### src/rtl/ev20_pkg.sv
// Shared EV20 definitions: address width, address type, return-stack default
// depth and the PC incrementer used by both the PC counter and the return stack.
package ev20_pkg;

  localparam int EV20_AW      = 11;
  localparam int RSTACK_DEPTH = 8;

  typedef logic [EV20_AW-1:0] ev20_addr_t;

  // Next sequential address; wraps modulo 2^EV20_AW (7FF -> 000).
  function automatic ev20_addr_t addr_inc(input ev20_addr_t a);
    return a + ev20_addr_t'(1);
  endfunction

endpackage

### src/rtl/ev20_rstack_mem.sv
// Return-stack storage: DEPTH x AW register array with one synchronous write
// port and one asynchronous read port (driven with the top-of-stack index).
module ev20_rstack_mem #(
  parameter int AW    = 11,
  parameter int DEPTH = 8,
  localparam int PW   = $clog2(DEPTH)
) (
  input  logic          clk,
  input  logic          i_we,
  input  logic [PW-1:0] i_waddr,
  input  logic [AW-1:0] i_wdata,
  input  logic [PW-1:0] i_raddr,
  output logic [AW-1:0] o_rdata
);

  logic [AW-1:0] r_mem [DEPTH];

  // Write the addressed entry on a qualified push.
  // NOTE: the array has no reset on purpose; entries are only read after being
  // written, and leaving reset off lets the array map onto plain registers/LUTRAM.
  always_ff @(posedge clk) begin
    if (i_we) begin
      r_mem[i_waddr] <= i_wdata;
    end
  end

  assign o_rdata = r_mem[i_raddr];

endmodule

### src/rtl/ev20_return_stack.sv
// EV20 hardware call/return stack. CALL pushes call_pc+1; RET pops it and
// presents it to the PC counter with a one-cycle preload strobe.
// Optional build macro EV20_RSTACK_WRAP_EN: when defined, a push while full
// overwrites the oldest entry (circular stack); otherwise the push is dropped.
// Both cases set the sticky ovf_err flag.
module ev20_return_stack
  import ev20_pkg::*;
#(
  parameter int AW    = EV20_AW,
  parameter int DEPTH = RSTACK_DEPTH,
  localparam int PW   = $clog2(DEPTH)
) (
  input  logic          clk,
  input  logic          res,
  input  logic          push,
  input  logic          pop,
  input  logic [AW-1:0] call_pc,
  input  logic          err_clr,
  output logic [AW-1:0] ret_addr,
  output logic          preload,
  output logic [PW:0]   count,
  output logic          full,
  output logic          empty,
  output logic          ovf_err,
  output logic          unf_err
);

  logic [PW-1:0] r_sp;
  logic [PW:0]   r_count;
  logic [AW-1:0] r_ret_addr;
  logic          r_preload;
  logic          r_ovf_err;
  logic          r_unf_err;

  logic          w_full;
  logic          w_empty;
  logic [PW-1:0] w_top_idx;
  logic [AW-1:0] w_top_data;
  logic [AW-1:0] w_push_data;
  logic          w_push_ok;
  logic          w_pop_ok;
  logic          w_replace;
  logic          w_pop_unf;
  logic          w_ovf_hit;
  logic          w_wrap;
  logic          w_we;
  logic [PW-1:0] w_waddr;

  assign w_full    = (r_count == (PW+1)'(DEPTH));
  assign w_empty   = (r_count == '0);
  assign w_top_idx = r_sp - PW'(1);

  // Return address computed with the shared incrementer when widths line up.
  generate
    if (AW == EV20_AW) begin : g_pkg_inc
      assign w_push_data = addr_inc(call_pc);
    end else begin : g_local_inc
      assign w_push_data = call_pc + AW'(1);
    end
  endgenerate

  // Classify this cycle's request into mutually exclusive stack operations.
  always_comb begin
    // NOTE: every signal gets a default before the conditional logic so no
    // path leaves it unassigned, which would otherwise infer a latch.
    w_push_ok = 1'b0;
    w_pop_ok  = 1'b0;
    w_replace = 1'b0;
    w_pop_unf = 1'b0;
    w_ovf_hit = 1'b0;
    if (push && pop) begin
      if (w_empty) begin
        w_pop_unf = 1'b1;
        w_push_ok = 1'b1;
      end else begin
        w_replace = 1'b1;
      end
    end else if (push) begin
      if (w_full) w_ovf_hit = 1'b1;
      else        w_push_ok = 1'b1;
    end else if (pop) begin
      if (w_empty) w_pop_unf = 1'b1;
      else         w_pop_ok  = 1'b1;
    end
  end

`ifdef EV20_RSTACK_WRAP_EN
  // Circular mode: overflowing push overwrites the oldest entry, which sits at sp.
  assign w_wrap = w_ovf_hit;
`else
  // Drop mode: overflowing push leaves the stack untouched.
  assign w_wrap = 1'b0;
`endif

  assign w_we    = w_push_ok | w_replace | w_wrap;
  assign w_waddr = w_replace ? w_top_idx : r_sp;

  ev20_rstack_mem #(
    .AW    (AW),
    .DEPTH (DEPTH)
  ) u_mem (
    .clk     (clk),
    .i_we    (w_we),
    .i_waddr (w_waddr),
    .i_wdata (w_push_data),
    .i_raddr (w_top_idx),
    .o_rdata (w_top_data)
  );

  // Stack pointer, occupancy, popped address/strobe and sticky error flags.
  // NOTE: sequential state uses non-blocking assignments so all registers
  // update together from pre-edge values.
  always_ff @(posedge clk or posedge res) begin
    if (res) begin
      r_sp       <= '0;
      r_count    <= '0;
      r_ret_addr <= '0;
      r_preload  <= 1'b0;
      r_ovf_err  <= 1'b0;
      r_unf_err  <= 1'b0;
    end else begin
      r_preload <= w_pop_ok | w_replace;
      if (w_pop_ok || w_replace) begin
        r_ret_addr <= w_top_data;
      end

      if (w_push_ok) begin
        r_sp    <= r_sp + PW'(1);
        r_count <= r_count + (PW+1)'(1);
      end else if (w_wrap) begin
        r_sp <= r_sp + PW'(1);
      end else if (w_pop_ok) begin
        r_sp    <= w_top_idx;
        r_count <= r_count - (PW+1)'(1);
      end

      // A new error in the same cycle as err_clr wins over the clear.
      if (w_ovf_hit)    r_ovf_err <= 1'b1;
      else if (err_clr) r_ovf_err <= 1'b0;
      if (w_pop_unf)    r_unf_err <= 1'b1;
      else if (err_clr) r_unf_err <= 1'b0;
    end
  end

  assign ret_addr = r_ret_addr;
  assign preload  = r_preload;
  assign count    = r_count;
  assign full     = w_full;
  assign empty    = w_empty;
  assign ovf_err  = r_ovf_err;
  assign unf_err  = r_unf_err;

endmodule

### config.mk
export PLATFORM = sky130hd
export DESIGN_NAME = ev20_return_stack
export DESIGN_NICKNAME = d
export VERILOG_FILES = /design/src/rtl/ev20_pkg.sv /design/src/rtl/ev20_rstack_mem.sv /design/src/rtl/ev20_return_stack.sv
export SDC_FILE = /design/constraint.sdc
export NUM_CORES = 1
export LEC_CHECK = 0
export ABC_AREA = 1
export BUFFER_PORTS_ARGS = -buffer_cell sky130_fd_sc_hd__buf_2
export CAP_MARGIN = 20
export CORE_ASPECT_RATIO = 1.2
export CORE_MARGIN = 8
export CORE_UTILIZATION = 27
export DETAILED_ROUTE_END_ITERATION = 16
export PLACE_DENSITY = 0.52
export SETUP_SLACK_MARGIN = 0.1
export SLEW_MARGIN = 20
export SYNTH_ARGS = -nofsm -noshare
export SYNTH_HDL_FRONTEND = slang
export SYNTH_HIERARCHICAL = 1
export SYNTH_SLANG_ARGS = --single-unit
### constraint.sdc
create_clock -name clk -period 2.5 [get_ports clk]
set_clock_uncertainty 0.2 [all_clocks]
set_input_delay 0.375 -clock clk [delete_from_list [all_inputs] [get_ports clk]]
set_output_delay 0.375 -clock clk [all_outputs]
set_load 0.005 [all_outputs]
### Yosys cells after proc, flatten, opt, wreduce, memory -nomap -nowiden

Memory sizes are Yosys's and may differ from the RTL's. A register that Yosys moved wholly into a read port is not among the register bits.
Index checks and enable logic that the tools add are counted.

* memory bits (writable): 88
* bits in latches: 0
* bits of input ports: 16
* register bits after elaboration: 10
* memory bits (read-only): 0
* output and inout port bits: 20
* memories kept: 1

Memory list
* u_mem.r_mem: words 8, bits a word 11, rd ports 1, clocked after Yosys merged registers in 1, write ports 1, RTL line ev20_rstack_mem.sv:16 `logic [AW-1:0] r_mem [DEPTH];`

* multipliers: 0
* reduce and logical (&&, ||, !) cells: 6
* add/subtract/negate cells: 5
* mux-type cells: 25
* div/mod/pow operators: 0
* order comparisons: 0
* equality and inequality tests: 1
* shifts and indexed selects: 0
* bitwise logic cells: 2

Operators with widths (count)
* 1-bit 2-to-1 mux: 20
* 11-bit by 1-bit adder with 11-bit output, second input constant: 1
* 3-bit 2-to-1 mux: 3
* 4-bit 2-to-1 mux: 2
* 2-bit nonzero test: 3
* 4-bit by 1-bit adder with 4-bit output, second input constant: 1
* 4-bit == test, second input constant: 1
* 4-bit zero test: 1
* 4-bit by 1-bit subtractor with 4-bit output, second input constant: 1
* 3-bit by 1-bit adder with 3-bit output, second input constant: 1
* 3-bit by 1-bit subtractor with 3-bit output, second input constant: 1
* 1-bit OR: 2
* 1-bit logical AND: 1
* 1-bit logical OR: 1

### Depth between registers and ports, before layout

Gate-level depths: netlist (run 1).

* depth in word-level cells: 7
* gate-level depth with buffers: 12
* gate-level depth less buffers: 12

### By module

Netlist (run 1), hierarchy kept.

By module, submodules not included
* ev20_rstack_mem: sequential area each 2642.5 sq um, instances 1, area an instance 3918.8 sq um, cells each 398
* ev20_return_stack: sequential area each 525.5 sq um, instances 1, area an instance 1242.4 sq um, cells each 152

### Worst setup path after synthesis (run 1)

No wires, ideal clock.

* path kind: register to register
* start: reg r_count[0] (netlist: count[0])
* end: mem u_mem.r_mem[6][0] (enable)
* clock period less this slack: 2.355 ns
* cell stages (with the launch flop): 8
* required time: 1.922 ns
* setup slack: 0.145 ns
* setup time: 0.378 ns
* data arrival time: 1.776 ns
* cell sequence: dfrtp_1 -> nor2_2 -> nand2_2 -> inv_1 -> nor2_2 -> o21ai_0 -> nand2_1 -> nor2_1

RTL lines
* start, declared: RTL line ev20_return_stack.sv:29 `logic [PW:0] r_count;`
* start signal, assigned: RTL line ev20_return_stack.sv:129 `r_count <= r_count + (PW+1)'(1);`
* start signal, assigned: RTL line ev20_return_stack.sv:134 `r_count <= r_count - (PW+1)'(1);`
* 4-bit zero test: RTL line ev20_return_stack.sv:50 `assign w_empty = (r_count == '0);`
* named net empty: RTL line ev20_return_stack.sv:23 `output logic empty,`
* 1-bit 2-to-1 mux: RTL line ev20_return_stack.sv:72 `if (w_empty) begin`
* 1-bit 2-to-1 mux: RTL line ev20_return_stack.sv:71 `if (push && pop) begin`
* 3-bit 2-to-1 mux: RTL line ev20_return_stack.sv:96 `assign w_waddr = w_replace ? w_top_idx : r_sp;`
* named net w_waddr[1]: RTL line ev20_return_stack.sv:47 `logic [PW-1:0] w_waddr;`
* end, declared: RTL line ev20_rstack_mem.sv:16

The timed path passes the listed nets, and every way through them passes these cells.

### Worst setup path in the final report (run 1)

* start: reg r_sp[0]
* end: mem u_mem.r_mem[2][3] (enable)

* cells in the longest elaborated chain, start to end: 2

Ends and longest elaborated chain
* start, declared: RTL line ev20_return_stack.sv:28 `logic [PW-1:0] r_sp;`
* start signal, assigned: RTL line ev20_return_stack.sv:128 `r_sp <= r_sp + PW'(1);`
* start signal, assigned: RTL line ev20_return_stack.sv:131 `r_sp <= r_sp + PW'(1);`
* start signal, assigned: RTL line ev20_return_stack.sv:133 `r_sp <= w_top_idx;`
* 3-bit by 1-bit subtractor with 3-bit output: RTL line ev20_return_stack.sv:51 `assign w_top_idx = r_sp - PW'(1);`
* named net w_top_idx[0]: RTL line ev20_return_stack.sv:37 `logic [PW-1:0] w_top_idx;`
* 3-bit 2-to-1 mux: RTL line ev20_return_stack.sv:96

The timed path passes the listed nets, and every way through them passes these cells.

==> results of run 1 <==
-- per-layer routing --
| metal | vias up | share of wire | GRT usage |
|---|---|---|---|
| li1 | 1810 | - | - |
| met1 | 1729 | 0.45 | 0.133 |
| met2 | 82 | 0.47 | 0.166 |
| met3 | 13 | 0.068 | 0.0239 |
| met4 | 0 | 0.016 | 0.0416 |
| met5 | - | 0 | 0 |
-- logic make-up (layout without fill, tap and decap cells) --
family | after synthesis | count (layout) | share of synthesized area
adders and majority gates | 6 | 6 | 0.0160
and+or+nand+nor | 282 | 282 | 0.230
buffers and inverters | 130 | 188 | 0.106
xor gates and xnor gates | 15 | 15 | 0.0255
AOI/OAI and AO/OA | 8 | 8 | 0.00873
DFF | 109 | 109 | 0.614
-- flip-flops by register name, summed over array words and instances, names as in the netlist --
name and cells:
preload 1, unf_err 1, ovf_err 1, u_mem/r_mem 88, r_sp 3, ret_addr 11, count 4
-- path summary, 6_finish.rpt --
| kind | start | end | slack (ps) | depth (start not counted) |
|---|---|---|---|---|
| max reg2reg | r_sp[0] | u_mem/r_mem[2][3] | 210 | 8 |
| max | r_sp[0] | u_mem/r_mem[2][3] | 210 | 8 |
| max in group asynchronous | res | count[0] | 1530 | 2 |
| min | res | ret_addr[2] | -10 | 2 |
| min reg2reg | ret_addr[0] | ret_addr[0] | 280 | 2 |
| min in group clk | err_clr | ovf_err | 30 | 2 |
-- Yosys cell counts --
library cell / instances
xor2_1: 9
o211ai_1: 1
ha_1: 5
nor3b_1: 1
nor2_2: 2
buf_4: 3
nand2_4: 2
edfxtp_1: 88
nand3_1: 57
nand2_1: 200
o22ai_1: 2
buf_6: 5
nand3_4: 1
nor3_1: 1
fa_1: 1
buf_2: 7
inv_1: 112
inv_4: 1
xnor2_1: 6
nand3_2: 2
clkbuf_1: 2
nand4_1: 1
o21ai_0: 2
nor2_1: 14
nand2_2: 1
dfrtp_1: 21
a21oi_1: 3
-- stage by stage --
stage	setup WS, ps	utilization
after floorplan	145	-
after detailed placement	76.2	0.303
after global placement	120	0.303
final	208	0.321
after global routing	70.5	0.321
after CTS	69.6	0.318
-- power groups by stage --
stage | clock network [mW] | logic, mW | registers [mW]
finish | 1.36 | 3.34 | 2.64
global route | 1.46 | 3.80 | 2.68
CTS | 1.41 | 3.17 | 2.63
detailed placement | 0 | 3.15 | 2.67
global placement | 0 | 3.12 | 2.66
floorplan | 0 | 2.23 | 2.65
-- layout make-up --
cell class,instances,share of cell area
Timing Repair inverter,1,0.00124
Sequential cell,109,0.525
Multi-Input combinational cell,311,0.241
Clock inverter,6,0.00746
Inverter,113,0.0719
Clock buffer,10,0.0396
Timing Repair Buffer,58,0.0603
Tap cell,256,0.0531
-- critical path: stages (launching register included) --
cell     delay [ps]
dfrtp_1         430
inv_1           100
ha_1            220
xnor2_1         340
a21oi_2         150
inv_1           100
nand2_1          70
nor2_1          140
buf_4           230
-- what timing repair did --
item / CTS / global route
hold buffers: 0 / 0
endpoints found under the setup margin: 54 / 100
setup buffers: 0 / 2
gates cloned: 0 / 1
gates resized for setup: 1 / 9
==> impl_summary.txt, run 1 <==
----------------------------------------------------
[Drt]
  Number of vias per cell after detailed routing ... 4.21
  DRT antenna net count ... 0
  Residual DRC ... 0
  Vias after detailed routing ... around 3600
  Iteration count of the initial detailed-routing pass ... 5
  Post-DR wirelength/cell ... between 10 and 15 um
  Aggregate routed wire length ... 12.1 mm
  Drt first-iter violations ... 260

[Final layout]
  Count of nets after finishing ... approximately 630
  Signed area change from the synthesized netlist to the final layout ... 17.0%
  Area of combinational cells with multiple inputs ... between 1000 and 1500 um^2
  Diodes inserted ... 0
  FILL cells ... 1958
  Final standard cell count with taps included and fillers excluded ... roughly 860
  Share of cells above drive strength 1 ... 0.148
  Post-route cell area ... just over 6000 um^2
  Seq. cell area ... 3170 um^2
  Commonest non-fill, non-tap cells in the layout ... nand2_1, inv_1, edfxtp_1
  Most common cell after layout, fill and taps aside ... nand2_1

[Critical path]
  Arrival @ worst endpoint ... between 2000 and 2500 ps
  Type of destination of the critical path ... register
  Required time of the critical path ... approximately 2400 ps
  Worst setup path class ... reg2reg
  Max FO, Critical Path ... 11
  Worst setup SP type ... register

[Die]
  Die Y-Extent ... ~170 um
  Area of the die ... ~24000 um^2
  IO Count ... 36
  # rows ... 55
  Placeable core area ... between 15000 and 20000 um^2
  Starting Density ... 0.275
  Horiz. Die Dim ... between 100 and 150 um

[Pwr]
  Largest voltage drop on the vdd net ... roughly 0.58 mV
  Areal power density over the cells ... 1210 nW/um^2
  Leak Pwr ... about 2.9 nW
  Clock Power Share ... 0.185
  Relative contribution of combinational cells to total power ... 0.455
  Sequential power share ... 0.360
  Net switching power of the design ... around 3.0 mW
  Overall power after layout ... between 7 and 8 mW
  Internal power component ... ~4.3 mW
  Switching Fraction ... 0.416

[STA]
  Clock period minus final worst setup slack ... about 2300 ps
  Setup total negative slack ... 0 ps
  Final number of max-transition violations ... 0
  Number of hold violations in the final report ... 20
  Unrepaired setup endpoints after global routing ... yes
  Number of setup violations in the final report ... 0
  Worst Tran Pin Value ... 851 ps
  Hold slack ... -9.59 ps
  Share of the cycle needed by the critical path after routing ... 0.917
  Max Fclk ... 436 MHz
  Slew headroom ... 0.432

[Placement]
  Count of input and output buffers ... 35
  Half-perimeter wire length after placement ... between 8 and 9 mm
  Cell Area, Placed ... about 5700 um^2
  RePlAce Congestion ... around 0.8
  Number of placed cells counting well taps ... ~850

[Clock tree]
  Clock root buffer ... clkbuf_16
  TritonCTS clock tree ... yes
  Clock sink count ... 109
  Clk_lat worst skew ... about 350 ps
  Max clock buf depth ... 2
  H-tree levels ... 3
  Clock-pin slew reported for the worst setup and hold paths after clock tree synthesis ... around 70 ps
  Number of buffers created by CTS ... 9

[GRT]
  Wire length of the first global-routing pass ... around 19 mm
  GRT Resource Usage Total ... 0.104
  Pin count of the biggest net entering global routing ... 46
  Number of global-route vias before repair ... between 3000 and 4000
  Number of antenna violations at the first check in global routing ... 0
  Global route overflow ... 0

[Synthesis]
  Sequential fraction of the synthesis area ... 0.614
  Netlist cell types ... 27
  Syn. warnings ... 6
  Synthesis-stage register bit count ... 109
  Top cell type by total area after synthesis ... edfxtp_1
  Number of standard cells after synthesis ... 550
  Leading cell types by total area after synthesis ... edfxtp_1, nand2_1, dfrtp_1
  Avg Cell Area, Syn ... between 9 and 10 um^2
  Syn Std Cell Area ... 5160 um^2
  Area share of the largest cell type after synthesis ... 0.512
  Nets in the synthesized netlist ... between 500 and 600

[Status]
  Run status ... complete, but fails checks
  Violations in the final reports ... hold timing

[Flow run]
  Number of violations of the max-capacitance limit ... 0

[Min path]
  Type of the most critical hold path ... in2async

----------------------------------------------------
(Power assumes the default switching activity.)
==> inputs of run 2 (changes only) <==
SYNTH_HIERARCHICAL = not set   (was 1)
==> run 2 against run 1 <==
The flow now finishes without violations. Register-to-register slack gained 80 ps. Clock power is 8% higher. Die area is 7.8% lower. Flip-flop and latch count is the same. Hold slack improved by 9.9 ps. Fmax is 3.8% higher. Wire length shrank 11%. Cell count decreased by 22%. Area after synthesis decreased by 8.7%. First-iteration DRC count grew 4.2%.
==> impl_summary.txt, run 2 <==
----------------------------------------------------
[Critical path]
  Worst setup SP type ... register
  Max FO, Critical Path ... 11
  Worst setup path class ... reg2reg
  Worst reg2reg startpoint ... count[0]
  Required time of the critical path ... 2300 ps
  Type of destination of the critical path ... register
  Arrival @ worst endpoint ... 2010 ps
  Worst Reg2Reg Path Length in Cells ... 7
  Slack of the worst reg-to-reg path ... 290 ps
  Capture instance of the worst register-to-register path ... u_mem.r_mem[7][9]
  Worst setup startpoint ... count[0]
  Endpoint of the most critical setup path ... u_mem.r_mem[7][9]

[Placement]
  Number of placed cells counting well taps ... 658
  Cell Area, Placed ... 5280 um^2
  Count of input and output buffers ... 35
  RePlAce Congestion ... between 0.7 and 0.8
  Half-perimeter wire length after placement ... 7.48 mm

[Drt]
  Aggregate routed wire length ... 10.7 mm
  DRT antenna net count ... 0
  Iteration count of the initial detailed-routing pass ... 4
  Residual DRC ... 0
  Number of vias per cell after detailed routing ... roughly 4.6
  Vias after detailed routing ... between 3000 and 4000
  Drt first-iter violations ... approximately 270
  Post-DR wirelength/cell ... 15.9 um

[Synthesis]
  Top cell type by total area after synthesis ... edfxtp_1
  Number of flops mapped to enable cells by yosys ... 88
  Synth top cells by count ... edfxtp_1, nor2_1, nand2_1
  Netlist cell types ... 34
  Syn Std Cell Area ... 4710 um^2
  Predominant post-synthesis flop cell ... edfxtp_1
  Sequential fraction of the synthesis area ... 0.672
  Number of standard cells after synthesis ... roughly 400
  Syn. warnings ... 0
  Area share of the largest cell type after synthesis ... 0.561
  Synthesis-stage register bit count ... about 110
  Avg Cell Area, Syn ... around 12 um^2
  Async set-or-reset flop fraction in the synthesized netlist ... 0.193
  Nets in the synthesized netlist ... around 420
  Dominant cell by count in the synthesized netlist ... edfxtp_1
  Leading cell types by total area after synthesis ... edfxtp_1, dfrtp_1, o21ai_0

[STA]
  Number of hold violations in the final report ... 0
  Share of the cycle needed by the critical path after routing ... 0.883
  Setup total negative slack ... 0 ps
  Clock period minus final worst setup slack ... approximately 2200 ps
  Number of setup violations in the final report ... 0
  Max Fclk ... between 400 and 500 MHz
  Hold slack ... 0.279 ps
  Unrepaired setup endpoints after global routing ... no
  Worst Tran Pin Value ... about 850 ps
  Slew headroom ... 0.434
  Final number of max-transition violations ... 0

[Final layout]
  Post-route cell area ... roughly 5600 um^2
  FILL cells ... roughly 1700
  Share of cells above drive strength 1 ... 0.247
  Flip-flop count of the largest register after layout ... 88
  Count of nets after finishing ... 469
  Biggest register ... u_mem.r_mem
  Diodes inserted ... 0
  Most common cell after layout, fill and taps aside ... edfxtp_1
  Final standard cell count with taps included and fillers excluded ... 674
  Signed area change from the synthesized netlist to the final layout ... 18.7%
  Commonest non-fill, non-tap cells in the layout ... edfxtp_1, nand2_1, nor2_1

[GRT]
  Met1 global-route usage ... 0.126
  Global route overflow ... 0
  GR met2 Demand/Resource ... 0.164
  Most used routing layer in global routing ... met2
  Number of antenna violations at the first check in global routing ... 0
  Met3 track demand over resource ... 0.0178
  Number of global-route vias before repair ... 3098
  Pin count of the biggest net entering global routing ... between 40 and 50
  GRT Resource Usage Total ... 0.0995
  Wire length of the first global-routing pass ... 17.0 mm

[Die]
  Placeable core area ... 17300 um^2
  Area of the die ... ~22000 um^2
  Die Y-Extent ... ~160 um
  Starting Density ... 0.272
  IO Count ... 36
  # rows ... 53
  Horiz. Die Dim ... around 140 um

[Clock tree]
  Number of buffers inserted to repair setup after CTS ... 0
  Number of buffers created by CTS ... 9
  Clk_lat worst skew ... about 340 ps
  Clock root buffer ... clkbuf_16
  Clock-pin slew reported for the worst setup and hold paths after clock tree synthesis ... 70 ps
  TritonCTS clock tree ... yes
  Quantity of hold-fixing buffers added after cts ... 0
  Cells resized by post-CTS repair ... 0
  Clock sink count ... between 100 and 150
  H-tree levels ... 3
  Max clock buf depth ... 2

[Pwr]
  Areal power density over the cells ... roughly 1200 nW/um^2
  Leak Pwr ... around 2.1 nW
  Overall power after layout ... roughly 6.8 mW
  Largest voltage drop on the vdd net ... ~0.37 mV

[Status]
  Run status ... completed

[Flow run]
  Number of violations of the max-capacitance limit ... 0

[Min path]
  Type of the most critical hold path ... in2async

----------------------------------------------------
run 2: worst min-delay path by stage:
stage	start	endpoint	slack (ps)
2_1_floorplan	res	count[0]	150
5_1_grt	err_clr	unf_err	40
4_1_cts	res	preload	30
6_report	res	ret_addr[3]	0.3
3_3_place_gp	ret_addr[0]	ret_addr[0]	260
3_5_place_dp	ret_addr[0]	ret_addr[0]	260
run 2: layer usage:
metal	part of all wire	wire, um	vias to the layer above
met3	0.046	493	8
met4	0.010	108	0
met5	0	0	-
met1	0.45	4800	1514
met2	0.50	5330	65
li1	-	-	1511
run 2: stage by stage:
step	worst slack, ps	util
after floorplan	30.4	-
after global placement	207	0.305
after detailed placement	167	0.305
after CTS	273	0.323
after global routing	132	0.323
final	292	0.323
run 2: kinds of logic (layout without fill, tap and decap cells):
logic type / count (synthesis) / count (layout) / share of synthesized area
flip-flops: 109 / 109 / 0.672
adder cells (fa/ha/maj): 4 / 4 / 0.0106
XOR/XNOR: 14 / 14 / 0.0276
AO/OA/AOI/OAI: 82 / 82 / 0.107
buffers and inverters: 46 / 104 / 0.0441
AND/OR/NAND/NOR: 141 / 141 / 0.139
run 2: critical path, stage by stage, from the launching register on:
cell,delay [ps]
dfrtp_1,440
nor2_2,200
nand2_2,110
inv_4,100
nor2_4,40
xor2_1,150
or2_1,320
nor2_4,320
run 2: cell type report:
class	count	area, um^2	area share
Tap cell	220	275	0.0492
Timing Repair Buffer	60	363	0.0649
Clock buffer	9	225	0.0403
Inverter	28	110	0.0197
Clock inverter	7	90.1	0.0161
Multi-Input combinational cell	241	1360	0.244
Sequential cell	109	3170	0.566
run 2: where the power goes:
group	internal, mW	total, mW	switching, mW
combinational	0.953	2.80	1.84
clock	0.800	1.47	0.670
sequential	2.40	2.56	0.162
==> inputs of run 3 (changes only) <==
HOLD_SLACK_MARGIN = 0.06   (was not set)
==> run 3 against run 2 <==
Flip-flop and latch count stayed put. Power is 0.26% higher. Clock power hardly changed. Setup slack hardly changed. Register-to-register slack hardly changed. Sequential power hardly changed. Critical endpoint unchanged. Core utilization is 0.12 points higher. Critical path depth stayed put.
==> impl_summary.txt, run 3 (same netlist as run 2, synthesis figures left out) <==
----------------------------------------------------
[Status]
  Run status ... completed

[Final layout]
  Most common cell after layout, fill and taps aside ... edfxtp_1
  Count of nets after finishing ... 471
  Signed area change from the synthesized netlist to the final layout ... 19.1%
  Commonest non-fill, non-tap cells in the layout ... edfxtp_1, nand2_1, nor2_1
  Diodes inserted ... 0
  Area of combinational cells with multiple inputs ... ~1400 um^2
  Biggest register ... u_mem.r_mem
  Fin util ... 0.324
  Share of cells above drive strength 1 ... 0.246
  FILL cells ... about 1700
  Seq. cell area ... around 3200 um^2
  Flip-flop count of the largest register after layout ... just under 90
  Post-route cell area ... between 5000 and 6000 um^2
  Final standard cell count with taps included and fillers excluded ... between 600 and 700

[Pwr]
  Leak Pwr ... roughly 2.1 nW
  Sequential power share ... 0.374
  Internal power component ... between 4 and 5 mW
  Relative contribution of combinational cells to total power ... 0.410
  Largest voltage drop on the vdd net ... around 0.38 mV
  Clock Power Share ... 0.216
  Net switching power of the design ... 2.69 mW
  Areal power density over the cells ... 1220 nW/um^2
  Switching Fraction ... 0.393

[STA]
  Slew headroom ... 0.434
  Number of setup violations in the final report ... 0
  Setup total negative slack ... 0 ps
  Final number of max-transition violations ... 0
  Unrepaired setup endpoints after global routing ... no
  Hold slack ... 161 ps
  Clock period minus final worst setup slack ... ~2200 ps
  Share of the cycle needed by the critical path after routing ... 0.883
  Max Fclk ... around 450 MHz
  Worst Tran Pin Value ... roughly 850 ps
  Number of hold violations in the final report ... 0

[Drt]
  Iteration count of the initial detailed-routing pass ... 4
  Number of vias per cell after detailed routing ... around 4.6
  Vias after detailed routing ... about 3100
  DRT antenna net count ... 0
  Aggregate routed wire length ... 10.8 mm
  Residual DRC ... 0
  Drt first-iter violations ... 272
  Post-DR wirelength/cell ... between 15 and 20 um

[Die]
  Area of the die ... 22000 um^2
  Die Y-Extent ... ~160 um
  Starting Density ... 0.272
  Horiz. Die Dim ... 137 um
  IO Count ... 36
  # rows ... 53
  Placeable core area ... approximately 17000 um^2

[Clock tree]
  Clk_lat worst skew ... approximately 340 ps
  Max clock buf depth ... 2
  Cells resized by post-CTS repair ... 0
  TritonCTS clock tree ... yes
  Number of buffers created by CTS ... 9
  H-tree levels ... 3
  Clock root buffer ... clkbuf_16
  Clock sink count ... 109
  Clock-pin slew reported for the worst setup and hold paths after clock tree synthesis ... 70 ps

[GRT]
  Wire length of the first global-routing pass ... between 15 and 20 mm
  Pin count of the biggest net entering global routing ... 46
  GRT Resource Usage Total ... 0.0996
  Number of global-route vias before repair ... 3104
  Global route overflow ... 0
  Number of antenna violations at the first check in global routing ... 0

[Critical path]
  Type of destination of the critical path ... register
  Worst setup path class ... reg2reg
  Arrival @ worst endpoint ... around 2000 ps
  Worst setup SP type ... register
  Required time of the critical path ... 2310 ps
  Max FO, Critical Path ... 11

[Flow run]
  Number of violations of the max-capacitance limit ... 0

[Placement]
  Number of placed cells counting well taps ... ~660
  Cell Area, Placed ... between 5000 and 6000 um^2
  RePlAce Congestion ... 0.750
  Count of input and output buffers ... 35
  Half-perimeter wire length after placement ... 7.48 mm

[Min path]
  Type of the most critical hold path ... in2reg

----------------------------------------------------
[run 3: changes by cell type in the layout (fill, tap and decap cells not counted), sizes merged]
cell,previous run,this run
dlygate4sd3,0,2
[run 3: cell type report]
type	instances	share of cell area
Sequential cell	109	0.564
Clock inverter	7	0.0160
Timing Repair Buffer	62	0.0682
Tap cell	220	0.0490
Multi-Input combinational cell	241	0.243
Clock buffer	9	0.0401
Inverter	28	0.0196
[run 3: per-layer routing]
metal | track usage | up-vias | part of all wire
met2 | 0.164 | 58 | 0.50
li1 | - | 1517 | -
met5 | 0 | - | 0
met4 | 0.0380 | 0 | 0.0070
met1 | 0.126 | 1527 | 0.46
met3 | 0.0178 | 4 | 0.038
[run 3: through the flow]
| stage | setup slack [ps] | power, mW |
|---|---|---|
| 2_1_floorplan | 30.4 | 4.49 |
| 3_3_place_gp | 207 | 5.38 |
| 3_5_place_dp | 167 | 5.45 |
| 4_1_cts | 273 | 6.93 |
| 5_1_grt | 132 | 7.32 |
| 6_report | 292 | 6.85 |
[run 3: power groups by stage]
| stage | combinational (mW) | sequential [mW] | clock, mW |
|---|---|---|---|
| detailed placement | 2.85 | 2.60 | 0 |
| CTS | 2.86 | 2.56 | 1.51 |
| global route | 3.13 | 2.61 | 1.58 |
| global placement | 2.79 | 2.59 | 0 |
| floorplan | 1.90 | 2.59 | 0 |
| finish | 2.81 | 2.56 | 1.48 |
[run 3: timing repair]
item | 4_1_cts | 5_1_grt
setup buffers | 0 | 0
hold buffers | 2 | 0
hold endpoints to repair | 22 | 0
[run 3: path summary, 6_finish.rpt]
check                                 start  slack (ps)                end  cells past startpoint
worst max-delay path               count[0]         290  u_mem.r_mem[7][9]                      7
worst min-delay path                    pop         160            unf_err                      3
worst max register to register     count[0]         290  u_mem.r_mem[7][9]                      7
worst min register to register  ret_addr[8]         280        ret_addr[8]                      2
max in group asynchronous               res        1030            r_sp[2]                      3
min in group asynchronous               res         550        ret_addr[3]                      3
[run 3: critical path, stage by stage (launching register included)]
cell	delay (ps)
dfrtp_1	440
nor2_2	200
nand2_2	110
inv_4	100
nor2_4	40
xor2_1	150
or2_1	320
nor2_4	320
